===== src/rtl/gray_pkg.sv =====
// Shared constants and types for the Gray-count receiver.
package gray_pkg;

    localparam int unsigned ERR_CODE_W = 2;
    localparam int unsigned ERR_CNT_W  = 8;

    localparam logic [ERR_CODE_W-1:0] ERR_NONE  = 2'b00;
    localparam logic [ERR_CODE_W-1:0] ERR_MULTI = 2'b01;
    localparam logic [ERR_CODE_W-1:0] ERR_BACK  = 2'b10;

    localparam logic [ERR_CNT_W-1:0] ERR_CNT_MAX = 8'd255;

    typedef enum logic {
        ST_FILL = 1'b0,
        ST_RUN  = 1'b1
    } rx_state_e;

endpackage


===== src/rtl/gry2bin.sv =====
// Combinational Gray-to-binary decode: each binary bit is the XOR of all Gray bits at or above it.
module gry2bin #(
    parameter int unsigned WIDTH = 4
) (
    input  logic [WIDTH-1:0] i_gry,
    output logic [WIDTH-1:0] o_bin_c
);

    for (genvar i = 0; i < WIDTH; i++) begin : g_bit
        logic [WIDTH-1:0] w_upper;
        assign w_upper    = i_gry >> i;
        assign o_bin_c[i] = ^w_upper;
    end

endmodule


===== src/rtl/gray_cnt_rx.sv =====
// Synchronizes an incoming Gray count, decodes it and checks every change is a single forward step.
module gray_cnt_rx
    import gray_pkg::*;
#(
    parameter int unsigned WIDTH       = 4,
    parameter int unsigned SYNC_STAGES = 2
) (
    input  logic                  clk,
    input  logic                  rst_n,
    input  logic [WIDTH-1:0]      gry_in,
    input  logic                  err_clr,
    output logic [WIDTH-1:0]      bin_cnt,
    output logic [WIDTH-1:0]      gry_q,
    output logic                  vld,
    output logic                  step,
    output logic                  err,
    output logic [ERR_CODE_W-1:0] err_code,
    output logic [ERR_CNT_W-1:0]  err_cnt
);

    localparam int unsigned FILL_W = $clog2(SYNC_STAGES + 1);

    logic [WIDTH-1:0]      r_sync [SYNC_STAGES];
    logic [WIDTH-1:0]      w_gry_s;
    logic [WIDTH-1:0]      w_bin_s;
    logic [WIDTH-1:0]      w_diff;
    logic                  w_one_bit;

    rx_state_e             r_state;
    rx_state_e             w_state_nxt;
    logic [FILL_W-1:0]     r_fill;
    logic [FILL_W-1:0]     w_fill_nxt;
    logic                  w_load;
    logic                  w_step;
    logic                  w_err_ev;
    logic [ERR_CODE_W-1:0] w_err_type;

    logic [WIDTH-1:0]      r_bin_cnt;
    logic [WIDTH-1:0]      r_gry_q;
    logic                  r_vld;
    logic                  r_step;
    logic                  r_err;
    logic [ERR_CODE_W-1:0] r_err_code;
    logic [ERR_CNT_W-1:0]  r_err_cnt;

    // Multi-flop synchronizer; gry_in may be asynchronous to clk
    always_ff @(posedge clk or negedge rst_n) begin
        if (!rst_n) begin
            for (int i = 0; i < int'(SYNC_STAGES); i++) begin
                r_sync[i] <= '0;
            end
        end else begin
            r_sync[0] <= gry_in;
            for (int i = 1; i < int'(SYNC_STAGES); i++) begin
                r_sync[i] <= r_sync[i-1];
            end
        end
    end

    assign w_gry_s = r_sync[SYNC_STAGES-1];

    gry2bin #(.WIDTH(WIDTH)) u_gry2bin (
        .i_gry   (w_gry_s),
        .o_bin_c (w_bin_s)
    );

    assign w_diff    = w_gry_s ^ r_gry_q;
    assign w_one_bit = (w_diff != '0) && ((w_diff & WIDTH'(w_diff - 1'b1)) == '0);

    always_ff @(posedge clk or negedge rst_n) begin
        if (!rst_n) begin
            r_state <= ST_FILL;
            r_fill  <= '0;
        end else begin
            r_state <= w_state_nxt;
            r_fill  <= w_fill_nxt;
        end
    end

    // Fill phase waits out the synchronizer, then one unchecked load sets the baseline
    always_comb begin
        w_state_nxt = r_state;
        w_fill_nxt  = r_fill;
        w_load      = 1'b0;
        w_step      = 1'b0;
        w_err_ev    = 1'b0;
        w_err_type  = ERR_NONE;
        case (r_state)
            ST_FILL: begin
                if (r_fill == FILL_W'(SYNC_STAGES)) begin
                    w_load      = 1'b1;
                    w_state_nxt = ST_RUN;
                end else begin
                    w_fill_nxt = FILL_W'(r_fill + 1'b1);
                end
            end
            ST_RUN: begin
                w_load = 1'b1;
                if (w_diff != '0) begin
                    if (w_one_bit && (w_bin_s == WIDTH'(r_bin_cnt + 1'b1))) begin
                        w_step = 1'b1;
                    end else if (w_one_bit && (w_bin_s == WIDTH'(r_bin_cnt - 1'b1))) begin
                        w_err_ev   = 1'b1;
                        w_err_type = ERR_BACK;
                    end else begin
                        w_err_ev   = 1'b1;
                        w_err_type = ERR_MULTI;
                    end
                end
            end
            default: w_state_nxt = ST_FILL;
        endcase
    end

    always_ff @(posedge clk or negedge rst_n) begin
        if (!rst_n) begin
            r_bin_cnt <= '0;
            r_gry_q   <= '0;
            r_vld     <= 1'b0;
            r_step    <= 1'b0;
        end else begin
            r_vld  <= (w_state_nxt == ST_RUN);
            r_step <= w_step;
            if (w_load) begin
                r_bin_cnt <= w_bin_s;
                r_gry_q   <= w_gry_s;
            end
        end
    end

    // A new error outranks a simultaneous clear and restarts the count at 1
    always_ff @(posedge clk or negedge rst_n) begin
        if (!rst_n) begin
            r_err      <= 1'b0;
            r_err_code <= ERR_NONE;
            r_err_cnt  <= '0;
        end else if (w_err_ev) begin
            r_err      <= 1'b1;
            r_err_code <= w_err_type;
            if (err_clr) begin
                r_err_cnt <= ERR_CNT_W'(1);
            end else if (r_err_cnt != ERR_CNT_MAX) begin
                r_err_cnt <= ERR_CNT_W'(r_err_cnt + 1'b1);
            end
        end else if (err_clr) begin
            r_err      <= 1'b0;
            r_err_code <= ERR_NONE;
            r_err_cnt  <= '0;
        end
    end

    assign bin_cnt  = r_bin_cnt;
    assign gry_q    = r_gry_q;
    assign vld      = r_vld;
    assign step     = r_step;
    assign err      = r_err;
    assign err_code = r_err_code;
    assign err_cnt  = r_err_cnt;

endmodule


===== config.mk =====
export PLATFORM = sky130hd
export DESIGN_NAME = gray_cnt_rx
export DESIGN_NICKNAME = d
export VERILOG_FILES = /design/src/rtl/gray_pkg.sv /design/src/rtl/gry2bin.sv /design/src/rtl/gray_cnt_rx.sv
export SDC_FILE = /design/constraint.sdc
export NUM_CORES = 1
export LEC_CHECK = 0
export CAP_MARGIN = 25
export CORE_ASPECT_RATIO = 1.4
export CORE_MARGIN = 5
export CORE_UTILIZATION = 46
export DETAILED_ROUTE_END_ITERATION = 6
export PLACE_DENSITY_LB_ADDON = 0.12
export SYNTH_ARGS = -nofsm -noshare
export SYNTH_HDL_FRONTEND = slang
export SYNTH_HIERARCHICAL = 1
export SYNTH_SLANG_ARGS = --single-unit
export TNS_END_PERCENT = 5

===== constraint.sdc =====
create_clock -name clk -period 2.05 [get_ports clk]
set_input_delay 0.615 -clock clk [delete_from_list [all_inputs] [get_ports clk]]
set_output_delay 0.615 -clock clk [all_outputs]
set_load 0.02 [all_outputs]

---- Word level (Yosys, flattened, before mapping) ----
Index checks and enable logic that the tools add are counted.
storage, ports and cells
  logic and storage cells ................. 57
  output and inout port bits .............. 21
  input port bits ......................... 7
  flip-flop bits (word level) ............. 31
operators by class
  reduce and logical (&&, ||, !) cells .... 13
  equal/unequal tests ..................... 4
  mux-type cells .......................... 21
  add/subtract/negate cells ............... 5
  bitwise operators ....................... 4
operators with widths
  kind                                                                 number
  8-bit two-way mux                                                    4
  4-bit XOR reduction                                                  4
  2-bit two-way mux                                                    6
  1-bit two-way mux                                                    10
  8-bit by 1-bit adder with 8-bit output (second input constant)       1
  4-bit equality test                                                  2
  8-bit != test (second input constant)                                1
  4-bit by 1-bit subtractor with 4-bit output (second input constant)  2
  4-bit by 1-bit adder with 4-bit output (second input constant)       1
  4-bit AND                                                            1
  4-bit logical NOT                                                    1
  2-bit AND reduction                                                  2
  2-bit nonzero test                                                   2
  4-bit nonzero test                                                   1
  4-bit XOR                                                            1
  1-bit logical AND                                                    3
  2-bit by 1-bit adder with 2-bit output (second input constant)       1
  2-bit equality test (second input constant)                          1
  1-bit NOT                                                            2
  1-bit one-hot mux with 2 select lines                                1

---- Longest topological paths before layout ----
  depth in word-level cells ............... 11
  gate-level depth with buffers ........... 9
  gate-level depth less buffers ........... 8

---- Modules after synthesis ----
The synthesis kept the hierarchy.
modules (own cells, without submodules)
  module       seq. area each (um^2)  area an instance (um^2)  instances  cells each
  gray_cnt_rx  775.7                  1435.1                   1          122
  gry2bin      0.0                    50.0                     1          5

---- Worst setup path after synthesis ----
Ideal clock, no wire load.
  path type ............................... reg2reg
  from .................................... register r_bin_cnt[0], in the netlist bin_cnt[0]
  to ...................................... register r_err_cnt[1], in the netlist err_cnt[1]
  setup time .............................. 0.130 ns
  clock period less this slack ............ 2.128 ns
  data required time ...................... 1.920 ns
  setup slack ............................. -0.078 ns
  data arrival time ....................... 1.998 ns
  cell stages (with the launch flop) ...... 9
  path buffers ............................ 1
  path through ............................ dfrtp_1 -> inv_1 -> ha_1 -> xor2_1 -> or3_1 -> o21ai_2 -> buf_6 -> mux2i_1 -> nor2_1
between the ends
  longest elaborated chain between the ends .. 8
  elaborated cells between the ends (all ways) .. 9
  those cells by class .................... 1 x add/sub; 1 x eq/ne; 4 x mux; 3 x reduce/logical
RTL lines
  element                                     line                source
  start, declared                             gray_cnt_rx.sv:38   logic [WIDTH-1:0] r_bin_cnt;
  start signal, assigned                      gray_cnt_rx.sv:125  r_bin_cnt <= w_bin_s;
  4-bit by 1-bit adder with 4-bit output (*)  gray_cnt_rx.sv:100  if (w_one_bit && (w_bin_s == WIDTH'(r_bin_cnt + 1'b1))) begin
  4-bit equality test (*)                     gray_cnt_rx.sv:100
  1-bit logical AND (*)                       gray_cnt_rx.sv:100
  1-bit two-way mux (*)                       gray_cnt_rx.sv:100
  1-bit two-way mux (*)                       gray_cnt_rx.sv:99   if (w_diff != '0) begin
  1-bit two-way mux (*)                       gray_cnt_rx.sv:88   case (r_state)
  2-bit nonzero test (no source line)         -
  2-bit AND reduction (no source line)        -
  end signal, assigned                        gray_cnt_rx.sv:143  r_err_cnt <= ERR_CNT_W'(r_err_cnt + 1'b1);
  end, declared                               gray_cnt_rx.sv:44   logic [ERR_CNT_W-1:0] r_err_cnt;
Mark *: on every way between the ends. The rest lies on a longest branch, timed or not.
A chain may end at the register's enable or synchronous reset.

---- Worst setup path after layout ----
  from .................................... register r_sync (netlist bit w_gry_s[3])
  to ...................................... register r_err_cnt[6], in the netlist err_cnt[6]
between the ends
  longest elaborated chain between the ends .. 11
  elaborated cells between the ends (all ways) .. 18
  those cells by class .................... 1 x add/sub; 1 x eq/ne; 4 x mux; 2 x bitwise; 10 x reduce/logical
RTL lines
  element                                      line                source
  start, declared                              gray_cnt_rx.sv:23   logic [WIDTH-1:0] r_sync [SYNC_STAGES];
  start signal, assigned by index              gray_cnt_rx.sv:55   r_sync[i] <= r_sync[i-1];
  4-bit XOR                                    gray_cnt_rx.sv:67   assign w_diff = w_gry_s ^ r_gry_q;
  4-bit by 1-bit subtractor with 4-bit output  gray_cnt_rx.sv:68   assign w_one_bit = (w_diff != '0) && ((w_diff & WIDTH'(w_diff - 1'b1)) == '0);
  4-bit AND                                    gray_cnt_rx.sv:68
  4-bit logical NOT                            gray_cnt_rx.sv:68
  1-bit logical AND                            gray_cnt_rx.sv:68
  1-bit logical AND                            gray_cnt_rx.sv:100
  1-bit two-way mux                            gray_cnt_rx.sv:100
  1-bit two-way mux (*)                        gray_cnt_rx.sv:99
  1-bit two-way mux (*)                        gray_cnt_rx.sv:88
  2-bit nonzero test (no source line)          -
  2-bit AND reduction (no source line)         -
Marked as above.

==> flow_summary.ini <==
[run_status]
outcome = finished, violations left
violations = setup timing

[place]
gp_congestion = 0.7619
numPlacedInstances = 207
port_buffers = 27
dp_hpwl_um = 2360

[cts]
clock_sinks = 31
cts_root_buffer = clkbuf_8
cts_max_level = 2
cts_hold_buf = 0
cts_made_buffers = 5
cts_buffer_depth = 2
cts_tree = built
path_clk_slew_ns = 0.06
insertion_delay_ns = 0.28

[floorplan]
core_area_sq_um = 3123
io_pins = 28
fp.dieH_um = 77.23
rows = 24
start_util_pct = 47.56
die_w_um = 58.02
design.die.area_sq_um = 4481

[pwr]
p_clk_share_pct = 30.2
vdd_drop_max_uv = 551.5
p_comb_share_pct = 29.1
p_switching_uw = 497.6
p_per_area_nw_per_um2 = 782.2
pwr-share-seq_pct = 40.7
intPower_uw = 1206
p_sw_share_pct = 29.21
p_leak_uw = 0.0009135

[sta]
slew_viol_final = 0
slew_headroom_pct = 67.49
worstMarginPinSlew_ns = 0.4859
fmax_mhz = 466.3
rsz0062_at_grt = true
period_share_pct = 104.6
setup_viol = 9
final-hold-violation-count = 0
worst_slack_ns = -0.09435
whs_ns = 0.3509
fin_skew_ns = 0.007426
min_period_ns = 2.144

[critical_path]
ff2ff_setup_slack_ns = -0.09
timing.rr.end = err_cnt[6]
arrival_ns = 2.35
critPathMaxFanout = 7
rr_worst_depth = 8
crit_type = flop to flop
r2r-start = w_gry_s[3]
end_kind = flop
start_kind = flop
crit_required_ns = 2.26

[final_layout]
area_growth_pct = 46.67
drive_above_1_share_pct = 33.70
diodes = 0
layout.nets = 191
final_cells = 220

[logic_synthesis]
ys_types = 31
syn_inst = 127
ys_seq_area_share_pct = 52.23
synth_nets = 138
ys_ff_latch = 31
syn_area_sq_um = 1485
synth_area_per_cell_sq_um = 11.69
ys_warn_count = 6

[detailed_routing]
vias = 1153
wl_per_cell_um = 15.54
drt-vias-per-instance = 5.241
drt_iter0_drc = 34
ant_nets = 0
wl_um = 3419
drcViolationCount = 0
drtPass1Iterations = 4

[job]
maxCapViolCount = 0

[worst_hold_path]
hold_path_startpoint = r_sync[5]
min_to = w_gry_s[1]
hold_class = flop to flop
min_delay_path_depth = 0

[global_routing]
grt_pass1_wl_um = 5347
grt_pass1_vias = 1172
grt_max_degree = 32
gr-total-overflow = 0
grt_usage_pct = 15.66
grt_antenna_before_repair = 0
## worst max-delay path by stage
stage                from          to  slack (ns)
2_1_floorplan  bin_cnt[0]  err_cnt[1]        0.01
6_report       w_gry_s[3]  err_cnt[6]       -0.09
3_5_place_dp   w_gry_s[2]  err_cnt[4]       -0.16
5_1_grt        w_gry_s[3]  err_cnt[6]       -0.19
3_3_place_gp   w_gry_s[2]  err_cnt[4]       -0.02
4_1_cts        w_gry_s[3]  err_cnt[4]       -0.04
## per-stage QoR
stage	utilization [%]	power [uW]	setup slack [ns]	instance area, sq um	setup TNS (ns)
after floorplan	-	926.9	0.01015	1488	0
after global placement	61.22	1106	-0.01671	1912	-0.02361
after detailed placement	61.22	1120	-0.1568	1912	-0.5448
after CTS	66.75	1685	-0.03709	2085	-0.06839
after global routing	69.75	1800	-0.1891	2178	-1.371
final	69.75	1704	-0.09435	2178	-0.4277
## per-layer routing
metal / share of wire (%) / track usage [%] / vias up
li1: - / - / 543
met1: 34 / 15.36 / 564
met2: 57 / 28.62 / 36
met3: 5.7 / 5.210 / 10
met4: 3.3 / 6.961 / 0
met5: 0 / 0 / -
## power groups by stage
stage          registers (uW)  clock network, uW  logic [uW]
2_1_floorplan             753                  0         174
5_1_grt                   699                568         533
6_report                  693                514         496
3_5_place_dp              702                  0         418
3_3_place_gp              699                  0         407
4_1_cts                   691                536         458
## layout make-up
class	instances	area [sq um]
Clock buffer	8	100.1
Sequential cell	31	779.5
Tap cell	39	48.80
Inverter	6	22.52
Multi-Input combinational cell	88	797.0
Timing Repair Buffer	48	430.4
Fill cell	249	944.7
## repair_timing
action                     CTS  global route
pin swaps                    9            10
resized for setup            9            13
setup endpoints to repair   10            11
cloned                       1             0
setup buffers                3             2
## logic make-up (layout without fill, tap and decap cells)
group | Yosys count | in the layout | share of synthesized area, %
flip-flops | 31 | 31 | 52.23
adder cells (fa/ha/maj) | 4 | 4 | 3.370
AO/OA/AOI/OAI | 23 | 24 | 10.03
AND/OR/NAND/NOR | 32 | 32 | 11.96
buffers and inverters | 9 | 62 | 3.033
XOR/XNOR | 19 | 19 | 12.72
multiplexers | 9 | 9 | 6.656
## layout by cell type (no fill, tap or decap), types with 2 or more instances in the layout
master	netlist	routed
a21oi_1	7	3
a21oi_2	0	4
and3_1	4	4
buf_4	1	21
clkbuf_8	0	7
clkdlybuf4s50_1	0	26
dfrtp_1	31	28
dfrtp_2	0	3
ha_1	4	4
inv_1	5	5
mux2_2	7	7
mux2i_1	2	2
nand2_1	4	4
nand3_1	6	6
nor2_1	5	3
nor2_2	0	2
nor4b_2	0	2
o21ai_0	10	10
o21ai_4	0	2
or3_1	6	5
or3_4	0	2
xnor2_1	8	7
xor2_1	8	4
xor2_2	3	5
xor2_4	0	2
## registers in the layout (all words and copies together) (netlist names)
signal and cells:
err_cnt 8, bin_cnt 4, gry_q 4, r_sync 4
w_gry_s 4, err_code 2, r_fill 2, err 1
step 1, vld 1
## worst max-delay path, cell delays in order (launching register included)
cell and delay (ns):
dfrtp_1 0.43, buf_4 0.18, xnor2_1 0.28, xor2_1 0.14, or3_4 0.45, o21ai_4 0.26
buf_4 0.15, o21ai_0 0.07, a21oi_1 0.12
## cells in the mapped netlist
master | instances | area, sq um
xor2_2 | 3 | 48.80
ha_1 | 4 | 50.05
buf_6 | 1 | 11.26
mux2i_1 | 2 | 20.02
inv_1 | 5 | 18.77
clkbuf_1 | 1 | 3.750
and3_1 | 4 | 25.02
inv_2 | 1 | 3.750
nand3_1 | 6 | 30.03
nand4b_1 | 1 | 8.760
o31ai_4 | 1 | 21.27
nor2b_1 | 1 | 6.260
buf_4 | 1 | 7.510
nor4b_1 | 2 | 17.52
a32o_1 | 1 | 10.01
or3_2 | 1 | 7.510
a21oi_1 | 7 | 35.03
mux2_2 | 7 | 78.83
nor3_1 | 1 | 5.000
o21ai_0 | 10 | 50.05
nand2_1 | 4 | 15.01
a21o_1 | 1 | 7.510
a211oi_1 | 1 | 7.510
or3_1 | 6 | 37.54
and2_1 | 1 | 6.260
xnor2_1 | 8 | 70.07
o21ai_2 | 1 | 8.760
xor2_1 | 8 | 70.07
nor2_1 | 5 | 18.77
o41ai_1 | 1 | 8.760
dfrtp_1 | 31 | 775.7
No activity file was read; power rests on OpenSTA's default activity.
